[src/rtl/pipeline_ctrl.sv]
// pipeline_ctrl: debug run/step/halt FSM, load-use and branch hazard enables/flushes, saturating cycle counter.
// Optional PIPELINE_CTRL_STALL_CNT_EN adds a saturating load-use stall counter on o_stall_cnt.
module pipeline_ctrl #(
  parameter int NB_CYCLES = 32,
  parameter int NB_REG_ADDR = 5
) (
  input  logic                   clk,
  input  logic                   i_rst,
  input  logic                   i_run,
  input  logic                   i_step,
  input  logic                   i_halt_req,
  input  logic                   i_halt_instr,
  input  logic                   i_branch_taken,
  input  logic                   i_id_ex_memRead,
  input  logic [NB_REG_ADDR-1:0] i_id_ex_rd_addr,
  input  logic [NB_REG_ADDR-1:0] i_if_id_rs1_addr,
  input  logic [NB_REG_ADDR-1:0] i_if_id_rs2_addr,
  input  logic                   i_if_id_rs1_used,
  input  logic                   i_if_id_rs2_used,
  output logic                   o_pc_en,
  output logic                   o_if_id_en,
  output logic                   o_if_id_flush,
  output logic                   o_id_ex_en,
  output logic                   o_id_ex_flush,
  output logic                   o_ex_mem_en,
  output logic                   o_mem_wb_en,
  output logic [1:0]             o_state,
  output logic                   o_halted,
  output logic [NB_CYCLES-1:0]   o_cycle_cnt
`ifdef PIPELINE_CTRL_STALL_CNT_EN
  ,
  output logic [NB_CYCLES-1:0]   o_stall_cnt
`endif
);
  typedef enum logic [1:0] {IDLE, RUN, STEP, HALTED} state_t;
  state_t state;
  logic advance, load_use, stall;
  assign advance  = state == RUN || state == STEP;
  assign load_use = i_id_ex_memRead && i_id_ex_rd_addr != '0 &&
                    ((i_if_id_rs1_used && i_id_ex_rd_addr == i_if_id_rs1_addr) ||
                     (i_if_id_rs2_used && i_id_ex_rd_addr == i_if_id_rs2_addr));
  // a taken branch squashes the dependent instruction, so it overrides the load-use stall
  assign stall         = advance && load_use && !i_branch_taken;
  assign o_pc_en       = advance && !stall;
  assign o_if_id_en    = advance && !stall;
  assign o_if_id_flush = advance && i_branch_taken;
  assign o_id_ex_en    = advance;
  assign o_id_ex_flush = advance && (i_branch_taken || load_use);
  assign o_ex_mem_en   = advance;
  assign o_mem_wb_en   = advance;
  assign o_state       = state;
  assign o_halted      = state == HALTED;
  always_ff @(posedge clk) begin
    if (i_rst) begin
      state       <= IDLE;
      o_cycle_cnt <= '0;
    end else begin
      case (state)
        IDLE:    state <= i_run ? RUN : i_step ? STEP : IDLE;
        RUN:     state <= i_halt_instr ? HALTED : i_halt_req ? IDLE : RUN;
        STEP:    state <= i_halt_instr ? HALTED : IDLE;
        default: state <= HALTED;
      endcase
      if (advance && !(&o_cycle_cnt)) o_cycle_cnt <= o_cycle_cnt + NB_CYCLES'(1);
    end
  end
`ifdef PIPELINE_CTRL_STALL_CNT_EN
  always_ff @(posedge clk) begin
    if (i_rst) o_stall_cnt <= '0;
    else if (stall && !(&o_stall_cnt)) o_stall_cnt <= o_stall_cnt + NB_CYCLES'(1);
  end
`endif
endmodule

[config.mk]
export PLATFORM = sky130hd
export DESIGN_NAME = pipeline_ctrl
export DESIGN_NICKNAME = d
export VERILOG_FILES = /design/src/rtl/pipeline_ctrl.sv
export SDC_FILE = /design/constraint.sdc
export NUM_CORES = 1
export LEC_CHECK = 0
export ABC_AREA = 0
export BUFFER_PORTS_ARGS = -buffer_cell sky130_fd_sc_hd__buf_4
export CORE_UTILIZATION = 45
export DETAILED_ROUTE_END_ITERATION = 16
export PLACE_DENSITY = 0.81
export SYNTH_ARGS = -nofsm -noshare
export SYNTH_HDL_FRONTEND = slang
export SYNTH_SLANG_ARGS = --single-unit
[constraint.sdc]
create_clock -name clk -period 4.1 [get_ports clk]
set_input_delay 0 -clock clk [delete_from_list [all_inputs] [get_ports clk]]
set_output_delay 0 -clock clk [all_outputs]
set_load 0.1 [all_outputs]
After elaboration in Yosys (flattened, before gate mapping)
Index checks and enable logic that the tools add are counted.
{ "word_totals": {"register_bits": 34, "word_cells": 33} }
{ "op_classes": {"eq_ne": 5, "mux": 6, "n_reduce_logical": 19, "n_addsub": 1} }
{ "op_table": {"columns": ["op", "count"], "rows": [
  ["32-bit by 1-bit adder with 32-bit output (second input constant)", 1],
  ["32-bit AND reduction", 1],
  ["5-bit equality test", 2],
  ["1-bit logical AND", 10],
  ["2-bit 2-to-1 mux", 4],
  ["2-bit case mux with 3 select lines", 1],
  ["5-bit nonzero test", 1],
  ["2-bit equality test (second input constant)", 2],
  ["1-bit logical NOT", 3],
  ["1-bit logical OR", 3],
  ["2-bit by 1-bit equality test with 1-bit output (second input constant)", 1],
  ["2-bit logical NOT", 1],
  ["1-bit 2-to-1 mux", 1]
]} }

Logic depth before layout (Yosys ltp)
{ "depth": {"word_depth": 8, "ltp_mapped": 7} }

Least setup slack after synthesis
Ideal clock, no wire load.
{ "synth_path": {"kind": "register -> output", "startpoint": "reg state[0] (netlist: o_state[0])", "endpoint": "out o_id_ex_flush", "arrival_ns": 3.824, "stages_incl_launch_ff": 5, "path_buffers": 0, "setup_slack_ns": 0.276, "required_time_ns": 4.100, "path_cell_list": "dfxtp_1 inv_1 ha_1 inv_1 a21oi_1"} }
{ "synth_via": {"elab_chain_cells": 3, "elab_cells_between_ends": 4, "cone_classes": "2 x eq/ne; 2 x reduce/logical"} }
{ "synth_rtl": {"columns": ["item", "line_no", "rtl"], "rows": [
  ["start, declared", "36", "state_t state;"],
  ["start signal, assigned", "59", "IDLE: state <= i_run ? RUN : i_step ? STEP : IDLE;"],
  ["start signal, assigned", "60", "RUN: state <= i_halt_instr ? HALTED : i_halt_req ? IDLE : RUN;"],
  ["start signal, assigned", "61", "STEP: state <= i_halt_instr ? HALTED : IDLE;"],
  ["2-bit by 1-bit equality test with 1-bit output or 2-bit equality test (tied branches)", "38", "assign advance = state == RUN || state == STEP;"],
  ["1-bit logical OR *", "38", null],
  ["via o_ex_mem_en", "25", "output logic o_ex_mem_en,"],
  ["1-bit logical AND *", "48", "assign o_id_ex_flush = advance && (i_branch_taken || load_use);"],
  ["end, declared", "24", "output logic o_id_ex_flush,"]
]} }
The timed path passes the listed nets; every way through them passes the cells marked *.

Final worst setup path
{ "layout_path": {"startpoint": "reg o_cycle_cnt[0]", "endpoint": "reg o_cycle_cnt[11]"} }
{ "layout_via": {"elab_chain_cells": 3, "elab_cells_between_ends": 4, "cone_classes": "1 x add/sub; 3 x reduce/logical"} }
{ "layout_rtl": {"columns": ["item", "line_no", "rtl"], "rows": [
  ["start, declared", "29", "output logic [NB_CYCLES-1:0] o_cycle_cnt"],
  ["start signal, assigned", "64", "if (advance && !(&o_cycle_cnt)) o_cycle_cnt <= o_cycle_cnt + NB_CYCLES'(1);"],
  ["branches (longest 3 deep; another with 32-bit by 1-bit adder with 32-bit output)", null, null]
]} }
Several ways; the timed one is not identified.
A chain may end at the register's enable or synchronous reset.

==> flow_metrics.env <==
export IMPL_place_detailed_hpwl_um=3500
export IMPL_final_cells=344
export IMPL_fp_dieH_um=68.6
export IMPL_final_max_slew_viol_count=0
export IMPL_outcome="completed"
export IMPL_biggest_cell_delay_along_the_critical_path_ns=0.72
export IMPL_drtIter0Drc=127
export IMPL_cp_cell_sequence="ha_1 -> nand4_1 -> or2_4 -> o41ai_4 -> nor4_1 -> mux2_1"
export IMPL_multi_input_area_um2=1230
export IMPL_groute_layer_met1_usage_pct=26.1
export IMPL_peakVddDrop_uv=303
export IMPL_yosys_mux_area_fraction_pct=2.20
export IMPL_area_of_the_placeable_core_um2=4120
export IMPL_maxCapViolations=0
export IMPL_critical_path_arrival_ns=2.67
export IMPL_finalHoldViolCount=0
export IMPL_rsz0062_at_grt="no"
export IMPL_slew_headroom_pct=47.5
export IMPL_finalWorstPathRequiredPeriod_ns=2.50
export IMPL_synth_seq_area_share_pct=34.1
export IMPL_finalSetupTns_ns=0
export IMPL_router_iterations_before_antenna_repair=4
export IMPL_leakage_uw=0.00110
export IMPL_synth_top_family_by_area="simple AND/OR/NAND/NOR gates"
export IMPL_path_max_fanout=16
export IMPL_mappedNetlistNets=260
export IMPL_yosysWarningCount=0
export IMPL_final_setup_skew_ns=0.00435
export IMPL_clk_insertion_delay_late_ns=0.29
export IMPL_syn_cell_area_um2=1990
export IMPL_final_core_utilization_pct=63.3
export IMPL_most_crowded_layer_after_global_routing="met2"
export IMPL_fmax_ghz=0.400
export IMPL_synth_seq_cells=34
export IMPL_async_reset_ff_share_pct=0
export IMPL_layout_drive_gt1_share_pct=28.9
export IMPL_critPathRequiredTime_ns=4.27
export IMPL_synthesized_area_divided_by_synthesized_cell_count_um2=8.67
export IMPL_drc_errors=0
export IMPL_area_growth_syn_to_layout_pct=30.6
export IMPL_first_global_vias=1709
export IMPL_final_net_count=323
export IMPL_post_synth_inst_count=230
export IMPL_setup_viol=0
export IMPL_final_routed_wirelength_across_all_metal_layers_um=4820
export IMPL_ff_latch_area_um2=681
export IMPL_grt_ovfl_total=0
export IMPL_post_synth_main_area_contributors="sky130_fd_sc_hd__dfxtp_1 (34%), sky130_fd_sc_hd__xor2_1 (7.0%), sky130_fd_sc_hd__a21oi_1 (5.5%), sky130_fd_sc_hd__or3_1 (4.7%), sky130_fd_sc_hd__nand3_1 (3.5%)"
export IMPL_initial_core_util_pct=48.5
export IMPL_pin_count_of_the_biggest_net_entering_global_routing=38
export IMPL_design_power_total_uw=978
export IMPL_synthMostInstantiatedCell="sky130_fd_sc_hd__dfxtp_1"
export IMPL_route_detailed_wl_per_inst_um=14.0
export IMPL_synth_compound_gate_area_share_pct=15.5
export IMPL_synth_commonest_cells="sky130_fd_sc_hd__dfxtp_1 (34), sky130_fd_sc_hd__a21oi_1 (22), sky130_fd_sc_hd__xor2_1 (16)"
export IMPL_cts_clk_slew_worst_paths_ns=0.07
export IMPL_cts_root_buffer_cell="sky130_fd_sc_hd__clkbuf_8"
export IMPL_cts_buffers_inserted=5
export IMPL_synth_edf_count=0
export IMPL_max_clock_path_buffers=2
export IMPL_yosys_area_top_type="sky130_fd_sc_hd__dfxtp_1"
export IMPL_synth_xor_area_share_pct=8.34
export IMPL_floorplan_io_pins=67
export IMPL_number_of_buffers_added_on_ports=66
export IMPL_synth_largest_type_area_fraction_pct=34.1
export IMPL_cell_at_the_slowest_stage_of_the_critical_path="sky130_fd_sc_hd__o41ai_4"
export IMPL_timing_final_crit_share_pct=61.0
export IMPL_ctsResizeCount=0
export IMPL_timing_critical_path_to_type="flip-flop"
export IMPL_synth_simple_area_share_pct=32.3
export IMPL_placed_cell_area_um2=2490
export IMPL_cts_repair_timing_setup_buffer_count=0
export IMPL_tritoncts="yes"
export IMPL_synth_fa_ha_area_share_pct=3.14
export IMPL_yosys_most_used_dff="sky130_fd_sc_hd__dfxtp_1"
export IMPL_postRouteAntennaNets=0
export IMPL_fillers=374
export IMPL_gr_usage_met2_pct=35.8
export IMPL_placedCellCount=336
export IMPL_met3_usage_pct=5.26
export IMPL_path_class="reg -> reg"
export IMPL_grt_first_pass_wirelength_um=7470
export IMPL_route_detailed_vias_per_inst=5.64
export IMPL_gp_congestion=0.782
export IMPL_setup_worst_path_start_class="flip-flop"
export IMPL_dr_total_vias=1940
export IMPL_initial_antenna_violation_count=0
export IMPL_numClockSinks=34
export IMPL_final_design_area_no_fill_um2=2610
export IMPL_dieArea_um2=4700
export IMPL_tightestPinTransition_ns=0.785
export IMPL_antenna_diode_count=0
export IMPL_power_density_nw_per_um2=376
export IMPL_floorplan_die_width_um=68.6
export IMPL_grt_use_total_pct=21.4
export IMPL_clock_tree_htree_level_count=2
export IMPL_placement_rows=23
export IMPL_cts_hold_buffers=0
export IMPL_ys_types=42
export IMPL_hold_path_class="in -> reg"
[metrics by stage]
step | setup slack [ns] | hold slack (ns)
after floorplan | 0.276 | 0.164
after global placement | 1.70 | 0.298
after detailed placement | 1.63 | 0.322
after CTS | 1.61 | 0.0215
after global routing | 1.41 | 0.0139
final | 1.60 | 0.0261
[state kept, by name, summed over array words and instances, names as in the netlist]
signal and flops:
o_cycle_cnt 32, o_state 2
[power breakdown]
| part | total (µW) | internal (µW) | switching, µW |
|---|---|---|---|
| Sequential | 351 | 339 | 12.0 |
| Clock | 295 | 170 | 125 |
| Combinational | 333 | 75.9 | 257 |
[cell type report]
type	count	area share, %
clock buffers	8	4.23
inverters	8	1.15
multi-input cells	178	47.1
flip-flops and latches	34	26.1
repair buffers	66	19.0
well taps	50	2.40
[final timing paths]
path | depth (start not counted) | start | end | slack, ns
max reg2reg | 6 | o_cycle_cnt[0] | o_cycle_cnt[11] | 1.60
min | 3 | i_run | o_state[1] | 0.03
min reg2reg | 2 | o_cycle_cnt[27] | o_cycle_cnt[27] | 0.52
max | 6 | o_cycle_cnt[0] | o_cycle_cnt[11] | 1.60
[placed cells by master, fill, tap and decap left out, types with 4 or more instances in the layout]
master and instances:
sky130_fd_sc_hd__o21ai_1 5, sky130_fd_sc_hd__and3_1 8, sky130_fd_sc_hd__nor2_1 15, sky130_fd_sc_hd__and4_1 6
sky130_fd_sc_hd__nand2_1 10, sky130_fd_sc_hd__dfxtp_1 34, sky130_fd_sc_hd__nand4_1 7, sky130_fd_sc_hd__inv_1 8
sky130_fd_sc_hd__nand3_1 14, sky130_fd_sc_hd__nor4_1 4, sky130_fd_sc_hd__ha_1 5, sky130_fd_sc_hd__or3_1 15
sky130_fd_sc_hd__buf_4 66, sky130_fd_sc_hd__a21oi_1 22, sky130_fd_sc_hd__clkbuf_8 8, sky130_fd_sc_hd__or4_1 5
sky130_fd_sc_hd__o31ai_1 4, sky130_fd_sc_hd__xor2_1 16, sky130_fd_sc_hd__o21ai_0 10
[critical path, delay by kind of cell, from the launching register on]
kind,cells,cell delay [ns]
AOI/OAI and AO/OA,1,0.72
and+or+nand+nor,3,0.63
adders and majority gates,1,0.25
DFF,1,0.44
muxes,1,0.35
[routing by layer]
metal,vias up,routed length (µm)
li1,972,-
met1,920,2180
met2,40,2390
met3,8,173
met4,0,65
met5,-,0
[cell families (layout without fill, tap and decap cells)]
group / Yosys count / in the layout
DFF: 34 / 34
muxes: 4 / 4
buffers and inverters: 18 / 82
AOI/OAI and AO/OA: 50 / 50
xor gates and xnor gates: 19 / 19
and+or+nand+nor: 100 / 100
adders and majority gates: 5 / 5
(Power assumes the default switching activity.)
